===== src/rtl/fifo_read_port_pkg.sv =====
`default_nettype none
// ============================================================================
// Module   : fifo_read_port_pkg
// Brief    : Shared default parameters and helpers for the CBG FIFO read port
// Revision : 1.0 - initial release
// ============================================================================
package fifo_read_port_pkg;

    // Storage FIFO depth; the address width is derived from it
    localparam int c_F_D = 16;
    localparam int c_A_W = $clog2(c_F_D);
    // Data word width
    localparam int c_D_W = 32;
    // Output queue depth (power of two, at least 2)
    localparam int c_Q_D = 4;

    // Occupancy counter width: must hold the value Q_D itself
    function automatic int cnt_width(input int depth);
        return $clog2(depth) + 1;
    endfunction

endpackage : fifo_read_port_pkg
`default_nettype wire


===== src/rtl/fifo_read_port_if.sv =====
`default_nettype none
// ============================================================================
// Module   : fifo_read_port_if
// Brief    : Storage-RAM read bus and downstream valid/ready bus of the
//            FIFO read port
// Revision : 1.0 - initial release
// ============================================================================
interface fifo_read_port_if
    import fifo_read_port_pkg::*;
#(
    parameter int A_W = c_A_W,
    parameter int D_W = c_D_W
);

    logic           mem_ren;
    logic [A_W-1:0] mem_raddr;
    logic [D_W-1:0] mem_rdata;
    logic           out_valid;
    logic [D_W-1:0] out_data;
    logic           out_ready;

    // Read port side: issues RAM reads and sources the output stream
    modport master (
        output mem_ren,
        output mem_raddr,
        input  mem_rdata,
        output out_valid,
        output out_data,
        input  out_ready
    );

    // RAM plus downstream consumer side
    modport slave (
        input  mem_ren,
        input  mem_raddr,
        output mem_rdata,
        input  out_valid,
        input  out_data,
        output out_ready
    );

endinterface : fifo_read_port_if
`default_nettype wire


===== src/rtl/fifo_read_port_rdq_buffer.sv =====
`default_nettype none
// ============================================================================
// Module   : rdq_buffer
// Brief    : Q_D-entry circular output queue with drop-on-full and a sticky
//            overrun flag
// Revision : 1.0 - initial release
// ============================================================================
module rdq_buffer
    import fifo_read_port_pkg::*;
#(
    parameter int D_W   = c_D_W,
    parameter int Q_D   = c_Q_D,
    parameter int CNT_W = cnt_width(c_Q_D)
) (
    input  wire logic             clk,
    input  wire logic             rst,
    input  wire logic             flush,
    input  wire logic             i_push,
    input  wire logic [D_W-1:0]   i_push_data,
    input  wire logic             i_pop_ready,
    output logic                  o_valid,
    output logic [D_W-1:0]        o_data,
    output logic [CNT_W-1:0]      o_cnt,
    output logic                  o_overrun
);

    localparam int               c_PW   = $clog2(Q_D);
    localparam logic [CNT_W-1:0] c_FULL = CNT_W'(Q_D);

    logic [D_W-1:0]   r_mem [Q_D];
    logic [c_PW-1:0]  r_wptr;
    logic [c_PW-1:0]  r_rptr;
    logic [CNT_W-1:0] r_cnt;
    logic             r_overrun;

    logic w_full;
    logic w_pop;
    logic w_write;

    assign w_full  = (r_cnt == c_FULL);
    assign o_valid = (r_cnt != '0);
    assign w_pop   = o_valid & i_pop_ready;
    // A push lands when there is room, or when the head leaves in the same
    // cycle (at full the write slot is the one being popped)
    assign w_write = i_push & (w_pop | ~w_full);

    assign o_data    = r_mem[r_rptr];
    assign o_cnt     = r_cnt;
    assign o_overrun = r_overrun;

    // Pointer, occupancy and overrun bookkeeping; flush keeps the sticky flag
    always_ff @(posedge clk) begin
        if (!rst) begin
            r_wptr    <= '0;
            r_rptr    <= '0;
            r_cnt     <= '0;
            r_overrun <= 1'b0;
        end else if (flush) begin
            r_wptr <= '0;
            r_rptr <= '0;
            r_cnt  <= '0;
        end else if (i_push && w_pop) begin
            r_wptr <= r_wptr + c_PW'(1);
            r_rptr <= r_rptr + c_PW'(1);
        end else if (i_push && !w_full) begin
            r_wptr <= r_wptr + c_PW'(1);
            r_cnt  <= r_cnt + CNT_W'(1);
        end else if (i_push) begin
            r_overrun <= 1'b1;
        end else if (w_pop) begin
            r_rptr <= r_rptr + c_PW'(1);
            r_cnt  <= r_cnt - CNT_W'(1);
        end
    end

    // Queue storage; cleared on reset so the idle head reads as zero
    always_ff @(posedge clk) begin
        if (!rst) begin
            for (int i = 0; i < Q_D; i++) begin
                r_mem[i] <= '0;
            end
        end else if (!flush && w_write) begin
            r_mem[r_wptr] <= i_push_data;
        end
    end

endmodule : rdq_buffer
`default_nettype wire


===== src/rtl/fifo_read_port.sv =====
`default_nettype none
// ============================================================================
// Module   : fifo_read_port
// Brief    : Read-side consumer of the CBG FIFO: requests reads, forwards
//            grants to the storage RAM and queues returned words for the PE
// Revision : 1.0 - initial release
// ============================================================================
module fifo_read_port
    import fifo_read_port_pkg::*;
#(
    parameter int A_W = c_A_W,
    parameter int D_W = c_D_W,
    parameter int Q_D = c_Q_D
) (
    input  wire logic           clk,
    input  wire logic           rst,
    input  wire logic           en,
    input  wire logic           flush,
    output logic                re,
    input  wire logic           re_n,
    input  wire logic [A_W-1:0] rd_addr,
    fifo_read_port_if.master    bus,
    output logic                overrun
);

    localparam int c_CW = cnt_width(Q_D);

    logic            r_rd_pend;
    logic [c_CW-1:0] w_q_cnt;
    logic [c_CW:0]   w_committed;

    // Grants, including forced almost-full reads, go straight to the RAM
    assign bus.mem_ren   = re_n;
    assign bus.mem_raddr = rd_addr;

    // Marks mem_rdata as carrying a granted word in the following cycle
    always_ff @(posedge clk) begin
        if (!rst) begin
            r_rd_pend <= 1'b0;
        end else begin
            r_rd_pend <= re_n & ~flush;
        end
    end

    // Queued plus in-flight words, one bit wider than the counter so the sum
    // never truncates; a same-cycle pop is deliberately not credited
    assign w_committed = {1'b0, w_q_cnt} + {{c_CW{1'b0}}, r_rd_pend};
    assign re          = en & rst & ~flush & (w_committed < (c_CW+1)'(Q_D));

    rdq_buffer #(
        .D_W   (D_W),
        .Q_D   (Q_D),
        .CNT_W (c_CW)
    ) u_rdq_buffer (
        .clk         (clk),
        .rst         (rst),
        .flush       (flush),
        .i_push      (r_rd_pend),
        .i_push_data (bus.mem_rdata),
        .i_pop_ready (bus.out_ready),
        .o_valid     (bus.out_valid),
        .o_data      (bus.out_data),
        .o_cnt       (w_q_cnt),
        .o_overrun   (overrun)
    );

endmodule : fifo_read_port
`default_nettype wire


===== src/flat_wrapper.sv =====
// flat-port wrapper written by rule: the top's interface ports become plain ports
module fifo_read_port_flat import fifo_read_port_pkg::*;
#(
    parameter int A_W = c_A_W,
    parameter int D_W = c_D_W,
    parameter int Q_D = c_Q_D
)
  (clk, rst, en, flush, re, re_n, rd_addr, overrun, bus_mem_ren, bus_mem_raddr, bus_mem_rdata, bus_out_valid, bus_out_data, bus_out_ready);
  fifo_read_port_if #(.A_W(A_W), .D_W(D_W)) bus_i ();
  input  wire logic clk;
  input  wire logic rst;
  input  wire logic en;
  input  wire logic flush;
  output logic re;
  input  wire logic re_n;
  input  wire logic [A_W-1:0] rd_addr;
  output logic overrun;
  output wire logic [$bits(bus_i.mem_ren)-1:0] bus_mem_ren;
  output wire logic [$bits(bus_i.mem_raddr)-1:0] bus_mem_raddr;
  input wire logic [$bits(bus_i.mem_rdata)-1:0] bus_mem_rdata;
  output wire logic [$bits(bus_i.out_valid)-1:0] bus_out_valid;
  output wire logic [$bits(bus_i.out_data)-1:0] bus_out_data;
  input wire logic [$bits(bus_i.out_ready)-1:0] bus_out_ready;
  assign bus_mem_ren = bus_i.mem_ren;
  assign bus_mem_raddr = bus_i.mem_raddr;
  assign bus_i.mem_rdata = bus_mem_rdata;
  assign bus_out_valid = bus_i.out_valid;
  assign bus_out_data = bus_i.out_data;
  assign bus_i.out_ready = bus_out_ready;
  fifo_read_port #(.A_W(A_W), .D_W(D_W), .Q_D(Q_D)) u_core (.clk(clk), .rst(rst), .en(en), .flush(flush), .re(re), .re_n(re_n), .rd_addr(rd_addr), .bus(bus_i), .overrun(overrun));
endmodule

===== config.mk =====
export PLATFORM = sky130hd
export DESIGN_NAME = fifo_read_port_flat
export DESIGN_NICKNAME = d
export VERILOG_FILES = /design/src/rtl/fifo_read_port_pkg.sv /design/src/rtl/fifo_read_port_if.sv /design/src/rtl/fifo_read_port_rdq_buffer.sv /design/src/rtl/fifo_read_port.sv /design/src/flat_wrapper.sv
export SDC_FILE = /design/constraint.sdc
export NUM_CORES = 1
export LEC_CHECK = 0
export CORE_UTILIZATION = 62
export CTS_BUF_LIST = sky130_fd_sc_hd__clkbuf_4 sky130_fd_sc_hd__clkbuf_8
export DETAILED_ROUTE_END_ITERATION = 10
export HOLD_SLACK_MARGIN = 0.05
export PLACE_DENSITY_LB_ADDON = 0.12
export SLEW_MARGIN = 15
export SYNTH_ARGS = -nofsm -noshare
export SYNTH_HDL_FRONTEND = slang
export SYNTH_SLANG_ARGS = --single-unit

===== constraint.sdc =====
create_clock -name clk -period 7.2 [get_ports clk]
set_input_delay 1.44 -clock clk [delete_from_list [all_inputs] [get_ports clk]]
set_output_delay 1.44 -clock clk [all_outputs]
set_load 0.02 [all_outputs]

Yosys cells after proc, flatten, opt, wreduce, memory -nomap -nowiden
Memories as Yosys holds them, arrays and structs flattened. A register that Yosys moved wholly into a read port is not among the register bits. Cells that the tools add are included.

$add $sub $neg: 5. Order comparisons: 1. Equality and inequality tests: 4. Multiplexer cells: 18. Bitwise gates (word level): 12. Reduce and logical (&&, ||, !) cells: 14.

Operator list (count): 32-bit two-way mux (1); 32-bit OR reduction (1); 2-bit two-way mux (9); 3-bit two-way mux (3); 1-bit bitwise AND (6); 2-bit != test (second input constant) (3); 3-bit AND reduction (2); 2-bit nonzero test (3); 1-bit two-way mux (5); 1-bit inverter (5); 2-bit by 1-bit adder with 2-bit output (second input constant) (2); 3-bit by 1-bit adder with 4-bit output (1); 4-bit by 3-bit < comparator with 1-bit output (second input constant) (1); 4-bit AND reduction (1); 3-bit by 1-bit adder with 3-bit output (second input constant) (1); 3-bit == test (second input constant) (1); 1-bit logical AND (3); 3-bit nonzero test (1); 3-bit by 1-bit subtractor with 3-bit output (second input constant) (1); 1-bit zero test (2); 2-bit OR reduction (1); 1-bit bitwise OR (1).

Register bits: 9. Memory bits (writable): 128. Input port bits: 42. Output and inout bits: 40. Memories kept: 1.

Memories: u_core.u_rdq_buffer.r_mem (depth 4, bits a word 32, read ports 1, clocked after Yosys merged registers in 1, write ports 4, RTL line fifo_read_port_rdq_buffer.sv:30) `logic [D_W-1:0] r_mem [Q_D];`.

Depth between registers and ports, before layout
Word-level depth: 10. Mapped depth: 8. Depth with buffers taken out: 7.

Cells and area by module
Synthesis repeated with hierarchy kept, for this count alone.

Cells, all modules: 386. Area total of the unflattened synthesis: 6271.0 µm².

Modules (own cells, without submodules): rdq_buffer (instances 1, cells an instance 377, area an instance 6185.9 µm²); fifo_read_port (instances 1, cells an instance 9, area an instance 85.1 µm²).

Worst setup path after synthesis
Ideal clock, no wire load.

Path type: input port to flip-flop. Start: in bus_out_ready. End: mem u_core.u_rdq_buffer.r_mem[0][0] in the netlist's numbering (enable). Setup time: 470 ps. Arrival: 4602 ps. Required time: 6730 ps. Slack: 2128 ps. Cell stages on the path: 4. Buffers on the path: 1. Path through: buf_2 -> nor4b_4 -> or3_2 -> o31ai_1.

RTL lines: from (decl) (RTL line flat_wrapper.sv:23) `input wire logic [$bits(bus_i.out_ready)-1:0] bus_out_ready;`; to (decl) (RTL line fifo_read_port_rdq_buffer.sv:30).

Final worst setup path
Start: in rst. End: out re.

Cells in the longest elaborated chain, start to end: 3.

Ends and longest elaborated chain: from (decl) (RTL line flat_wrapper.sv:11) `input wire logic rst;`; 1-bit bitwise AND (3 in a row) (RTL line fifo_read_port.sv:48) `assign re = en & rst & ~flush & (w_committed < (c_CW+1)'(Q_D));`; to (decl) (RTL line flat_wrapper.sv:14) `output logic re;`.

Every way passes these cells.

==> flow_results.org <==
** Placed design
- Setup slack at placement :: 2.30 ns
- Gpl congestion :: 0.742
- Summed over all nets, the half-perimeter wirelength after detailed placement is 6850 microns.
- In this run the tool buffered the top-level ports with 73 buffer cells.
- Number of cells after detailed placement :: 571

** Worst setup path
- The worst setup path is captured at an output pin.
- For the worst setup path, the data arrival time is 3.47 ns.
- The setup check on the worst reg-to-reg path leaves a slack of 4.16 ns.
- Type of origin of the critical path :: input port
- In this run the worst path has a maximum fanout of 9.
- In this design, the critical path's most frequently occurring cell is sky130_fd_sc_hd__clkdlybuf4s50_1.
- Cell breakdown of the critical path :: clkdlybuf4s50_1, nor2b_1, nand3b_1, a31oi_1, clkdlybuf4s50_1
- Endpoint required time on the critical path :: 5.76 ns
- The setup path with the least slack is of type in2out.
- Standard cell with the maximum stage delay on the critical path :: sky130_fd_sc_hd__clkdlybuf4s50_1
- Slowest cell delay on critical path :: 0.76 ns
- The worst register-to-register path has a depth of 3.

** Route
- The final layout contains routed wiring with a total length of 11300 microns.
- Across all layers, the routed design uses 3344 vias.
- DR vias/cell :: 5.55
- Number of iterations in the first detailed-routing pass :: 5
- Residual DRC count :: 0
- Routed wire per std cell :: 18.7 microns
- In this run, the number of DRC markers left after iteration 0 of detailed routing was 134.
- The count of nets left with antenna violations once routing finished came out at 0.

** Synthesis
- Summing the areas of all compound-gate instances in the mapped netlist gives 1.73% of the synthesized area.
- Cell variety after synth :: 37
- Async set-reset flop share out of synthesis :: 0%
- For this run, the leading register cell type out of synthesis is sky130_fd_sc_hd__edfxtp_1.
- Multiplexer share of the synthesized area :: 11.8%
- The Yosys step of the flow raised 0 warnings.
- Dominant combinational cell family by area after synthesis :: simple AND/OR/NAND/NOR gates
- In this run the cell area of the synthesized design comes to 6270 sq um.
- Counting every instance in the synthesized netlist gives 387.
- The synthesized design contains 139 register bits.
- For this run, the register share of the synthesized area comes to 64.8%.
- Top cells by instance count after synthesis :: sky130_fd_sc_hd__and2_1 (129), sky130_fd_sc_hd__edfxtp_1 (128), sky130_fd_sc_hd__mux4_2 (32), sky130_fd_sc_hd__buf_6 (14), sky130_fd_sc_hd__dfxtp_1 (11)
- Area contributors post-synth :: sky130_fd_sc_hd__edfxtp_1 (61%), sky130_fd_sc_hd__and2_1 (13%), sky130_fd_sc_hd__mux4_2 (11%), sky130_fd_sc_hd__dfxtp_1 (3.5%), sky130_fd_sc_hd__buf_6 (2.5%)
- Cell type with the largest total area after synthesis :: sky130_fd_sc_hd__edfxtp_1
- Averaged over all synthesized cells, the footprint is 16.2 sq um.
- The synthesized netlist devotes 0.319% of its cell area to adder and majority cells.
- After Yosys synthesis, and, or, nand and nor cells account for 17.0% of the synthesized area.
- Synthesis produced a netlist with a net count of 430.
- The top cell type by area accounts for 61.3% of the synthesized area.
- Of the total synthesized cell area, the portion taken by XOR and XNOR cells is 0.419%.
- Post-synth EDFFs :: 128
- By instance count, the leading cell after synthesis is sky130_fd_sc_hd__and2_1.

** Floorplanning
- Once the floorplan was initialized, standard cells occupied 64.2% of the core.
- From bottom edge to top edge, the die measures 103 microns.
- Placeable core area :: 9770 sq um
- The initialized floorplan defines 36 standard-cell rows.
- Die width :: 103 microns
- The die covers 10500 sq um.
- During I/O placement, the number of pins put on the boundary was 82.

** Clock network
- Once the clock tree was built, the setup fixing pass inserted 0 buffers.
- Clock Latency Late Sink :: 0.42 ns
- In this run the clock root is driven by a sky130_fd_sc_hd__clkbuf_8.
- Clock tree synthesis inserted a total of 17 buffers.
- Hold repair after CTS inserted 0 buffers.
- Number of resized instances in the post-cts repair step :: 0
- H-tree depth reported by CTS :: 4
- Clock-pin slew was measured on the worst setup and hold paths at 0.08 ns.
- TritonCTS built the clock tree.
- Counting every sink on the clock net gives 139.
- Number of buffers on the longest clock path :: 2

** Pwr
- The internal portion of the total power is 1.35 mW.
- Of the total power, registers draw 53.9%.
- Comb pwr share :: 6.9%
- For this design the static power due to leakage is 2.60 nW.
- Maximum resistive drop on vdd :: 0.177 mV
- Total power per unit cell area :: 228 nW/um^2
- Proportion of total power due to net switching :: 20.8%
- In this run the power spent charging and discharging nets is 354 uW.
- The clock network burns 39.2% of the power.

** STA
- # setup viols final :: 0
- Hold WS :: 0.472 ns
- Clock period minus worst slack :: 4.91 ns
- The count of final max-slew check failures came to 0.
- Relative slew slack :: 26.3%
- Hold Violations, Final :: 0
- RSZ-0062 raised after global routing :: false
- In the finished design, the share of the clock period the worst path needs comes to 68.2%.
- The clock arrives with 0.0127 ns of skew.
- For the pin with the worst max-slew slack, the measured transition is 1.10 ns.
- Worst-case setup margin in the final layout :: 2.29 ns
- Max Clk Rate :: 204 MHz
- Adding up every negative setup slack in the final design gives 0 ns.

** Cells and area
- Final nets :: 500
- Area used by multi-input combinational logic :: 2000 sq um
- Once layout is complete, the cells apart from fillers number 603.
- Core occupancy in the finished layout :: 76.2%
- Summing all flip-flop and latch instances after layout gives 4070 sq um.
- Layout overhead on the synthesized area :: 18.8%
- Share of post-route cells with drive strength above 1 :: 17.7%
- The number of antenna diodes in the final layout is 0.
- Fill cell total of the finished layout :: 609

** GRT
- Global routing finished with a remaining overflow of 0.
- GRT Overall Usage :: 23.6%
- Initial antenna violation count :: 0
- First-pass GRT wire length :: 17500 microns
- Pin count of the biggest net entering global routing :: 34
- The number of global-route vias before repair came to 3413.

** Run status
- Result of the run :: complete, no violations

** Flow run
- The tool flagged a number of max-cap violations equal to 0.

** Hold path
- Hold/Removal Path Class :: reg2reg
- Number of cells on the worst hold path :: 1
==> state kept, by name, summed over array words and instances (netlist names), named ones only <==
register and cells:
u_core.u_rdq_buffer.r_mem 128, u_core.u_rdq_buffer.o_cnt 3, u_core.u_rdq_buffer.r_rptr 2, u_core.u_rdq_buffer.r_wptr 2, u_core.r_rd_pend 1, u_core.u_rdq_buffer.o_overrun 1
==> power groups by stage <==
stage | Clock [mW] | Combinational, mW | Sequential (mW)
global route | 0.711 | 0.125 | 0.921
floorplan | 0 | 0.0620 | 0.933
finish | 0.667 | 0.117 | 0.918
global placement | 0 | 0.117 | 0.934
detailed placement | 0 | 0.118 | 0.937
CTS | 0.675 | 0.119 | 0.919
==> worst paths after layout <==
path / startpoint / to
setup reg to reg: u_core.u_rdq_buffer.r_wptr[1]$_SDFFE_PP0P_ / u_core.u_rdq_buffer.r_mem[1][27]$_SDFFCE_PN0P_
setup / recovery: rst / re
hold / removal: u_core.u_rdq_buffer.o_overrun$_SDFFE_PN0P_ / u_core.u_rdq_buffer.o_overrun$_SDFFE_PN0P_
hold reg to reg: u_core.u_rdq_buffer.o_overrun$_SDFFE_PN0P_ / u_core.u_rdq_buffer.o_overrun$_SDFFE_PN0P_
==> cell type report <==
class	instances	area share, %
Timing Repair Buffer	80	10.5
Sequential cell	139	54.6
Multi-Input combinational cell	217	26.9
Clock inverter	13	2.35
Clock buffer	19	3.34
Tap cell	133	2.23
Inverter	2	0.101
==> metal layers <==
metal | wire length [microns] | part of all wire (%) | global-route usage (%)
met5 | 0 | 0 | 0
met4 | 112 | 0.99 | 8.02
met3 | 684 | 6.0 | 6.85
met2 | 6020 | 53 | 39.0
met1 | 4490 | 40 | 30.3
==> kinds of logic (layout without fill, tap and decap cells) <==
group / count (synthesis) / count (layout)
fa+ha+maj: 1 / 1
simple gates: 163 / 163
mux: 34 / 34
xor+xnor: 3 / 3
flops: 139 / 139
buf+inv: 31 / 114
compound gates: 16 / 16
==> placed cells by master (no fill, tap or decap), drive strengths merged <==
master,netlist,layout
and2,129,129
edfxtp,128,128
clkdlybuf4s50,0,73
mux4,32,32
clkbuf,3,19
dfxtp,11,11
nand2,7,7
buf,26,7
clkinv,0,7
nor2,6,6
nand2b,6,6
bufinv,0,4
or3,3,3
o31ai,3,3
o21ai,3,3
inv,2,2
nor3,2,2
nor2b,2,2
a31oi,2,2
nor4,2,2
a21oi,2,2
o21a,2,2
mux2i,2,2
xor2,2,2
clkinvlp,0,2
or3b,2,2
nor4b,1,1
nand3b,1,1
xnor2,1,1
a221oi,1,1
o311ai,1,1
o221ai,1,1
o21bai,1,1
or4,1,1
and4,1,1
fa,1,1
==> critical path: cells and delay by family <==
kind / cells / cell delay (ns)
compound gates: 1 / 0.15
simple gates: 2 / 0.51
buf+inv: 2 / 1.38
==> stage by stage <==
stage	cell area [sq um]	power (mW)
after CTS	7450	1.71
after detailed placement	7030	1.06
after global placement	7030	1.05
final	7450	1.70
after floorplan	6270	0.995
after global routing	7450	1.76
Power figures use the tool's default switching activity.
